===== src/rtl/oled_cmd_queue.sv =====
// rtl/oled_cmd_queue.sv - debounced button command queue feeding the OLED driver (option: OLED_CMDQ_AUTOCOL_EN)
module oled_cmd_queue #(
  parameter int DEBOUNCE_CYCLES = 1000000,
  parameter int FIFO_DEPTH      = 4
) (
  input  logic                          clk,
  input  logic                          rst,
  input  logic                          btnU,
  input  logic                          btnL,
  input  logic                          btnR,
  input  logic [15:0]                   sw,
  input  logic                          drv_ready,
  output logic                          showchar,
  output logic                          showbmp,
  output logic                          clear,
  output logic [7:0]                    charval,
  output logic [1:0]                    char_row,
  output logic [3:0]                    char_col,
  output logic [1:0]                    bmp,
  output logic                          idle,
  output logic                          overflow,
  output logic [$clog2(FIFO_DEPTH):0]   level
);

  localparam int PW = $clog2(FIFO_DEPTH);
  localparam int CW = $clog2(DEBOUNCE_CYCLES);
  localparam logic [CW-1:0] C_LAST = CW'(DEBOUNCE_CYCLES - 1);
  localparam logic [PW:0]   C_FULL = (PW + 1)'(FIFO_DEPTH);

  localparam logic [1:0] S_IDLE      = 2'd0;
  localparam logic [1:0] S_ISSUE     = 2'd1;
  localparam logic [1:0] S_WAIT_ACK  = 2'd2;
  localparam logic [1:0] S_WAIT_DONE = 2'd3;

  localparam logic [1:0] OP_CHAR  = 2'b01;
  localparam logic [1:0] OP_BMP   = 2'b10;
  localparam logic [1:0] OP_CLEAR = 2'b11;

  // button bit order: [2]=clear (btnR), [1]=bitmap (btnL), [0]=char (btnU)
  logic [2:0]    w_raw;
  logic [2:0]    r_sync1;
  logic [2:0]    r_sync2;
  logic [2:0]    r_db;
  logic [2:0]    r_db_q;
  logic [CW-1:0] r_cnt [3];

  logic [2:0]    w_rise;
  logic          w_req;
  logic          w_multi;
  logic [1:0]    w_op;
  logic          w_full;
  logic          w_pop;
  logic          w_push;
  logic          w_drop;

  // entry layout: {opcode[1:0], sw[15:0]}
  logic [17:0]   r_mem [FIFO_DEPTH];
  logic [PW-1:0] r_wptr;
  logic [PW-1:0] r_rptr;
  logic [PW:0]   r_level;
  logic [17:0]   w_head;

  logic [1:0]    r_state;
  logic [1:0]    r_op;
  logic [7:0]    r_charval;
  logic [1:0]    r_char_row;
  logic [3:0]    r_char_col;
  logic [1:0]    r_bmp;
  logic          r_overflow;

`ifdef OLED_CMDQ_AUTOCOL_EN
  // {row[1:0], col[3:0]}; a plain 6-bit increment gives col wrap into row and row wrap to 0
  logic [5:0]    r_cursor;
`endif

  assign w_raw = {btnR, btnL, btnU};

  // Synchronise raw buttons, then accept a new level only after it has differed from the
  // accepted level for DEBOUNCE_CYCLES consecutive cycles; any return to the old level restarts.
  always_ff @(posedge clk) begin
    if (rst) begin
      r_sync1 <= '0;
      r_sync2 <= '0;
      r_db    <= '0;
      r_db_q  <= '0;
      for (int i = 0; i < 3; i++) r_cnt[i] <= '0;
    end else begin
      r_sync1 <= w_raw;
      r_sync2 <= r_sync1;
      r_db_q  <= r_db;
      for (int i = 0; i < 3; i++) begin
        if (r_sync2[i] == r_db[i]) begin
          r_cnt[i] <= '0;
        end else if (r_cnt[i] == C_LAST) begin
          r_db[i]  <= r_sync2[i];
          r_cnt[i] <= '0;
        end else begin
          r_cnt[i] <= r_cnt[i] + 1'b1;
        end
      end
    end
  end

  // Request arbitration: clear beats bitmap beats char; a pop this cycle frees a full slot.
  always_comb begin
    w_rise  = r_db & ~r_db_q;
    w_req   = |w_rise;
    w_multi = (w_rise[2] & w_rise[1]) | (w_rise[2] & w_rise[0]) | (w_rise[1] & w_rise[0]);
    w_op    = w_rise[2] ? OP_CLEAR : (w_rise[1] ? OP_BMP : OP_CHAR);
    w_full  = (r_level == C_FULL);
    w_pop   = (r_state == S_IDLE) && (r_level != '0) && drv_ready;
    w_push  = w_req && (!w_full || w_pop);
    w_drop  = w_multi || (w_req && w_full && !w_pop);
    w_head  = r_mem[r_rptr];
  end

  // Command FIFO storage, pointers and occupancy.
  always_ff @(posedge clk) begin
    if (rst) begin
      for (int i = 0; i < FIFO_DEPTH; i++) r_mem[i] <= '0;
      r_wptr  <= '0;
      r_rptr  <= '0;
      r_level <= '0;
    end else begin
      if (w_push) begin
        r_mem[r_wptr] <= {w_op, sw};
        r_wptr        <= r_wptr + 1'b1;
      end
      if (w_pop) r_rptr <= r_rptr + 1'b1;
      case ({w_push, w_pop})
        2'b10:   r_level <= r_level + 1'b1;
        2'b01:   r_level <= r_level - 1'b1;
        default: r_level <= r_level;
      endcase
    end
  end

  // Sticky record of any dropped request.
  always_ff @(posedge clk) begin
    if (rst)         r_overflow <= 1'b0;
    else if (w_drop) r_overflow <= 1'b1;
  end

  // Issue FSM; operands are loaded only on the pop and held until the next pop.
  always_ff @(posedge clk) begin
    if (rst) begin
      r_state    <= S_IDLE;
      r_op       <= '0;
      r_charval  <= '0;
      r_char_row <= '0;
      r_char_col <= '0;
      r_bmp      <= '0;
`ifdef OLED_CMDQ_AUTOCOL_EN
      r_cursor   <= '0;
`endif
    end else begin
      case (r_state)
        S_IDLE: begin
          if (w_pop) begin
            r_op      <= w_head[17:16];
            r_charval <= w_head[7:0];
            r_bmp     <= w_head[15:14];
`ifdef OLED_CMDQ_AUTOCOL_EN
            if (w_head[17:16] == OP_CHAR) begin
              r_char_row <= r_cursor[5:4];
              r_char_col <= r_cursor[3:0];
              r_cursor   <= r_cursor + 1'b1;
            end else begin
              r_char_row <= w_head[9:8];
              r_char_col <= w_head[13:10];
              if (w_head[17:16] == OP_CLEAR) r_cursor <= '0;
            end
`else
            r_char_row <= w_head[9:8];
            r_char_col <= w_head[13:10];
`endif
            r_state <= S_ISSUE;
          end
        end
        S_ISSUE:     r_state <= S_WAIT_ACK;
        S_WAIT_ACK:  if (!drv_ready) r_state <= S_WAIT_DONE;
        S_WAIT_DONE: if (drv_ready)  r_state <= S_IDLE;
        default:     r_state <= S_IDLE;
      endcase
    end
  end

  assign showchar = (r_state == S_ISSUE) && (r_op == OP_CHAR);
  assign showbmp  = (r_state == S_ISSUE) && (r_op == OP_BMP);
  assign clear    = (r_state == S_ISSUE) && (r_op == OP_CLEAR);
  assign charval  = r_charval;
  assign char_row = r_char_row;
  assign char_col = r_char_col;
  assign bmp      = r_bmp;
  assign overflow = r_overflow;
  assign level    = r_level;
  assign idle     = (r_state == S_IDLE) && (r_level == '0) && drv_ready;

endmodule


===== config.mk =====
export PLATFORM = sky130hd
export DESIGN_NAME = oled_cmd_queue
export DESIGN_NICKNAME = d
export VERILOG_FILES = /design/src/rtl/oled_cmd_queue.sv
export SDC_FILE = /design/constraint.sdc
export NUM_CORES = 1
export LEC_CHECK = 0
export ABC_AREA = 1
export ABC_CLOCK_PERIOD_IN_PS = 2900
export BUFFER_PORTS_ARGS = -buffer_cell sky130_fd_sc_hd__buf_2
export CAP_MARGIN = 20
export CORE_MARGIN = 3
export CORE_UTILIZATION = 40
export DETAILED_ROUTE_END_ITERATION = 10
export HOLD_SLACK_MARGIN = 0.08
export PLACE_DENSITY = 0.56
export SETUP_SLACK_MARGIN = 0.3
export SYNTH_ARGS = -nofsm -noshare
export SYNTH_HDL_FRONTEND = slang
export SYNTH_SLANG_ARGS = --single-unit

===== constraint.sdc =====
create_clock -name clk -period 2.9 [get_ports clk]
set_clock_uncertainty 0.2 [all_clocks]
set_input_delay 0.435 -clock clk [delete_from_list [all_inputs] [get_ports clk]]
set_output_delay 0.435 -clock clk [all_outputs]
set_load 0.02 [all_outputs]

======== Yosys cells after proc, flatten, opt, wreduce, memory -nomap -nowiden ========
Memories as Yosys holds them, arrays and structs flattened. A register that Yosys moved wholly into a read port is not among the register bits.
Cells that the tools add are included.
word-level totals
  register bits ........................... 22
  bits in writable memories ............... 132
  bits of input ports ..................... 22
  output and inout bits ................... 24
  memories kept ........................... 2
cells by class
  add/subtract/negate cells ............... 7
  eq/ne operators ......................... 18
  mux-type cells .......................... 57
  bitwise operators ....................... 19
  reduce and logical (&&, ||, !) cells .... 25
memory list
  memory  depth  width  read ports  clocked after memory_dff  wr ports  RTL line  RTL
  r_mem   4      18     1           1                         4         57        logic [17:0] r_mem [FIFO_DEPTH];
  r_cnt   3      20     3           0                         3         45        logic [CW-1:0] r_cnt [3];
operators by type and width
  cell                     number
  $mux W20                 9
  $add A20 B1 Y20 const B  3
  $eq A20 B20 Y1 const B   3
  $mux W1                  39
  $mux W18                 1
  $reduce_or A18 Y1        1
  $mux W2                  6
  $or A1 B1 Y1             11
  $eq A2 B2 Y1 const B     5
  $logic_and A1 B1 Y1      10
  $pmux W2 S4              1
  $reduce_and A2 Y1        4
  $eq A2 B1 Y1 const B     3
  $ne A2 B2 Y1 const B     3
  $pmux W3 S2              1
  $add A2 B1 Y2 const B    2
  $add A3 B1 Y3 const B    1
  $and A1 B1 Y1            3
  $and A3 B3 Y3            1
  $eq A1 B1 Y1             3
  $eq A3 B3 Y1 const B     1
  $logic_not A3 Y1         1
  $not A1 Y1               3
  $not A3 Y3               1
  8 further kinds          10

======== Logic depth before layout (Yosys ltp) ========
  depth after elaboration ................. 10
  gate-level depth with buffers ........... 13
  depth with buffers taken out ............ 13

======== Least setup slack after synthesis ========
OpenSTA, ideal clock, no wires.
  path kind ............................... register to register
  start point ............................. register r_state[0]
  end point ............................... memory r_mem[2][0], enable pin
  library setup time ...................... 0.418 ns
  arrival ................................. 2.182 ns
  required time ........................... 2.282 ns
  slack ................................... 0.100 ns
  cell stages (with the launch flop) ...... 7
  path buffers ............................ 0
  cells stage by stage .................... dfxtp_1 inv_1 ha_1 nand2_1 nand3_2 nand2_4 o21ai_0
RTL lines
  element                 RTL line  RTL
  from (decl)             63        logic [1:0] r_state;
  from (signal assigned)  147       r_state <= S_IDLE;
  from (signal assigned)  177       r_state <= S_ISSUE;
  from (signal assigned)  180       S_ISSUE: r_state <= S_WAIT_ACK;
  to (decl)               57

==> qor.txt <==
Synth Area in Adders -> 1.42%
Fin crit period -> 2.36 ns
Port bufs -> 45
CP Buf/Inv Count -> 2
RSZ-0062 raised after global routing -> no
PwrDens -> 604 mW/mm^2
Longest Clk Path Bufs -> 2
Iter 0 DRT Violations -> 401
First-pass GRT wire length -> 30500 um
Combinational family with the most area after synthesis -> simple AND/OR/NAND/NOR gates
Worst path cell trace -> inv_1 > ha_1 > nand2_1 > nand3_2 > nand2_4 > nor2_4 > nand3_2 > nand2_1 > buf_4
First-pass iteration count of the detailed router -> 7
Routed WL -> 18400 um
Status -> finished clean
Total number of yosys warnings -> 0
Worst setup path class -> reg2reg
H-tree depth -> 4
Gr busiest metal -> met2
Core ar. -> 0.0205 mm^2
Die W -> 151 um
Setup TNS Final -> 0 ns
Slew Limit Fails -> 0
Final cycle utilization of the critical path -> 81.3%
Top_reg_cell synth -> edfxtp_1
Relative slew margins -> 33.4%
Top cell type's share of synthesized area -> 46.9%
Leak -> 4.03 nW
Final net count -> 1119
Compound-Gate Fraction of Synth Area -> 7.68%
XOR/XNOR Fraction of Synth Area -> 2.07%
Drt via density -> 4.72
Post-Syn Instances -> 973
Final Instance Area -> 0.00980 mm^2
Initial antenna violation count -> 0
Most common cell in the netlist -> nor2_1
GRT Total Usage -> 16.8%
DRC viols -> 0
Number of synthesized flops with an enable pin -> 132
WP data required -> 2.84 ns
Yosys reg bits -> 172
Slowest Stage Delay on Critical Path -> 0.33 ns
CTS Sinks -> 172
Drt wl/cell -> 13.4 um
Root buffer cell -> clkbuf_16
Sequential share of the synthesized area -> 56.4%
Yosys top cell by area -> edfxtp_1
Crit path max-delay family -> simple AND/OR/NAND/NOR gates
Vias -> 6463
Row count -> 52
Critical path destination -> r_mem[1][2]$_SDFFCE_PN0P_
Slowest library cell on the worst path -> dfxtp_1
Share of cells above drive strength 1 -> 11.0%
Placed wire-length estimate -> 12700 um
Routed Antenna Nets -> 0
Post-CTS sizing -> 0
P&R area growth vs syn -> 16.0%
Mux share of post-synthesis cell area -> 0%
Hold WS -> 0.110 ns
Commonest cells post-synth -> nor2_1, nand2_1, edfxtp_1, inv_1, o21ai_0
Worst slew pin tran -> 0.998 ns
CP Launch Type -> flip-flop
R2R Path Start -> r_state[0]$_SDFFE_PP0P_
GPL Wtd Cong -> 0.840
Grt met2 use -> 27.1%
Vias in the first global route -> 6145
Worst Setup End Kind -> flip-flop
Total power -> 5.92 mW
GR Util met3 -> 3.05%
Number of cells on the critical path -> 9
Worst vdd ir -> 0.000377 V
Mapped cell area -> 0.00845 mm^2
Final worst slack -> 0.542 ns
Die extent in y -> 151 um
Area after DPL -> 0.00919 mm^2
CP Data Arrival Time -> 2.29 ns
Maxcap violations -> 0
Largest net degree at the start of global routing -> 39
CP Max Fanout -> 11
Cell variety after synth -> 33
Worst skew pair latency -> 0.43 ns
Reg2reg setup slack -> 0.54 ns
Top cells by area, synth -> edfxtp_1, nor2_1, dfxtp_1, nand2_1, inv_1
CTS Buf Count -> 17
Fmax -> 424 MHz
Post-Place Cells -> 1333
Final setup fails -> 0
R2R cell count -> 9
CTS tree -> done
Finished Layout Cells -> 1370
Grt ovf -> 0
Die area -> 0.0229 mm^2
CP Launch Point -> r_state[0]$_SDFFE_PP0P_
Simple-Gate Fraction of Synth Area -> 25.2%
Number of inserted diodes -> 0
I/O pin total -> 46
Syn Area/Cell -> 8.69 um^2
Util after Layout -> 47.8%
Dpl ws -> 0.399 ns
M1 GR Usage -> 23.7%
Min-Delay Path Class -> in2reg
Ys async rst share -> 0%
Final hold vios -> 0
Initial Util -> 41.2%
Clock transition at path regs -> 0.07 ns
Worst r2r dst -> r_mem[1][2]$_SDFFCE_PN0P_
-- where the power goes --
part	leakage, nW	switching, mW	internal, mW
clock	0.276	1.07	1.14
sequential	1.69	0.106	2.81
combinational	2.06	0.552	0.246
total	4.03	1.72	4.19
-- cells in the final DEF, fill, tap and decap left out, types with 2 or more instances in the layout --
master and count:
nor3_1 19, clkbuf_16 17, nand3_4 2, o21ai_0 70
nor2_1 248, inv_1 121, nand4_1 21, nor2_2 12
nand3_2 2, nand3b_1 5, ha_1 8, xnor2_1 8
a31oi_1 19, nand2_2 4, buf_4 17, dfxtp_1 40
or2_2 2, inv_6 6, buf_2 45, dlygate4sd3_1 3
nand2_1 142, xor2_1 12, inv_8 4, a21oi_1 35
nand2_4 2, clkinv_4 2, edfxtp_1 132, conb_1 60
nand3_1 33
-- what timing repair did --
action                     CTS  global route
hold endpoints to repair     3             0
buffers inserted             0             3
hold buffers                 3             0
setup endpoints to repair    0            18
-- metal layers --
layer  wire length, um  vias up
met3               688       12
met5                 0        -
met1              9010     2984
met2              8500      102
met4               178        0
li1                  -     3365
-- cell type report --
type	count	area, um^2
sequential	172	4760
timing repair buffer	65	383
fill	2063	10700
clock inverter	14	139
inverter	121	454
clock buffer	17	425
multi-input combinational	711	3300
tap	270	338
-- sequential cells by signal, summed over array words and instances, names as in the netlist, 3 cells and up --
| register | flops |
|---|---|
| r_db | 3 |
| r_mem | 72 |
| r_sync1 | 3 |
| r_cnt | 60 |
| char_col | 4 |
| level | 3 |
| r_db_q | 3 |
| r_sync2 | 3 |
| charval | 8 |
-- how the worst min path moves through the flow --
stage,to,slack [ns],from,cells after the start
after global routing,r_mem[3][12]$_DFFE_PP_,0.13,sw[12],3
final,r_mem[3][9]$_DFFE_PP_,0.11,sw[9],3
after floorplan,r_sync2[0]$_SDFF_PP0_,0.19,r_sync1[0]$_SDFF_PP0_,2
after detailed placement,r_sync2[0]$_SDFF_PP0_,0.20,r_sync1[0]$_SDFF_PP0_,2
after global placement,r_sync2[0]$_SDFF_PP0_,0.20,r_sync1[0]$_SDFF_PP0_,2
after CTS,r_mem[3][3]$_DFFE_PP_,0.09,sw[3],3
-- worst min-delay path: stages --
cell     delay (ns)
buf_2          0.09
nand2_1        0.07
inv_1          0.05
-- cell families (layout without fill, tap and decap cells) --
group	after synthesis	in the layout
other	1	60
DFF	172	172
AOI/OAI and AO/OA	125	125
buffers and inverters	149	217
adders and majority gates	9	9
and+or+nand+nor	497	497
xor gates and xnor gates	20	20
Note: power is estimated with default switching activity, not from simulation.
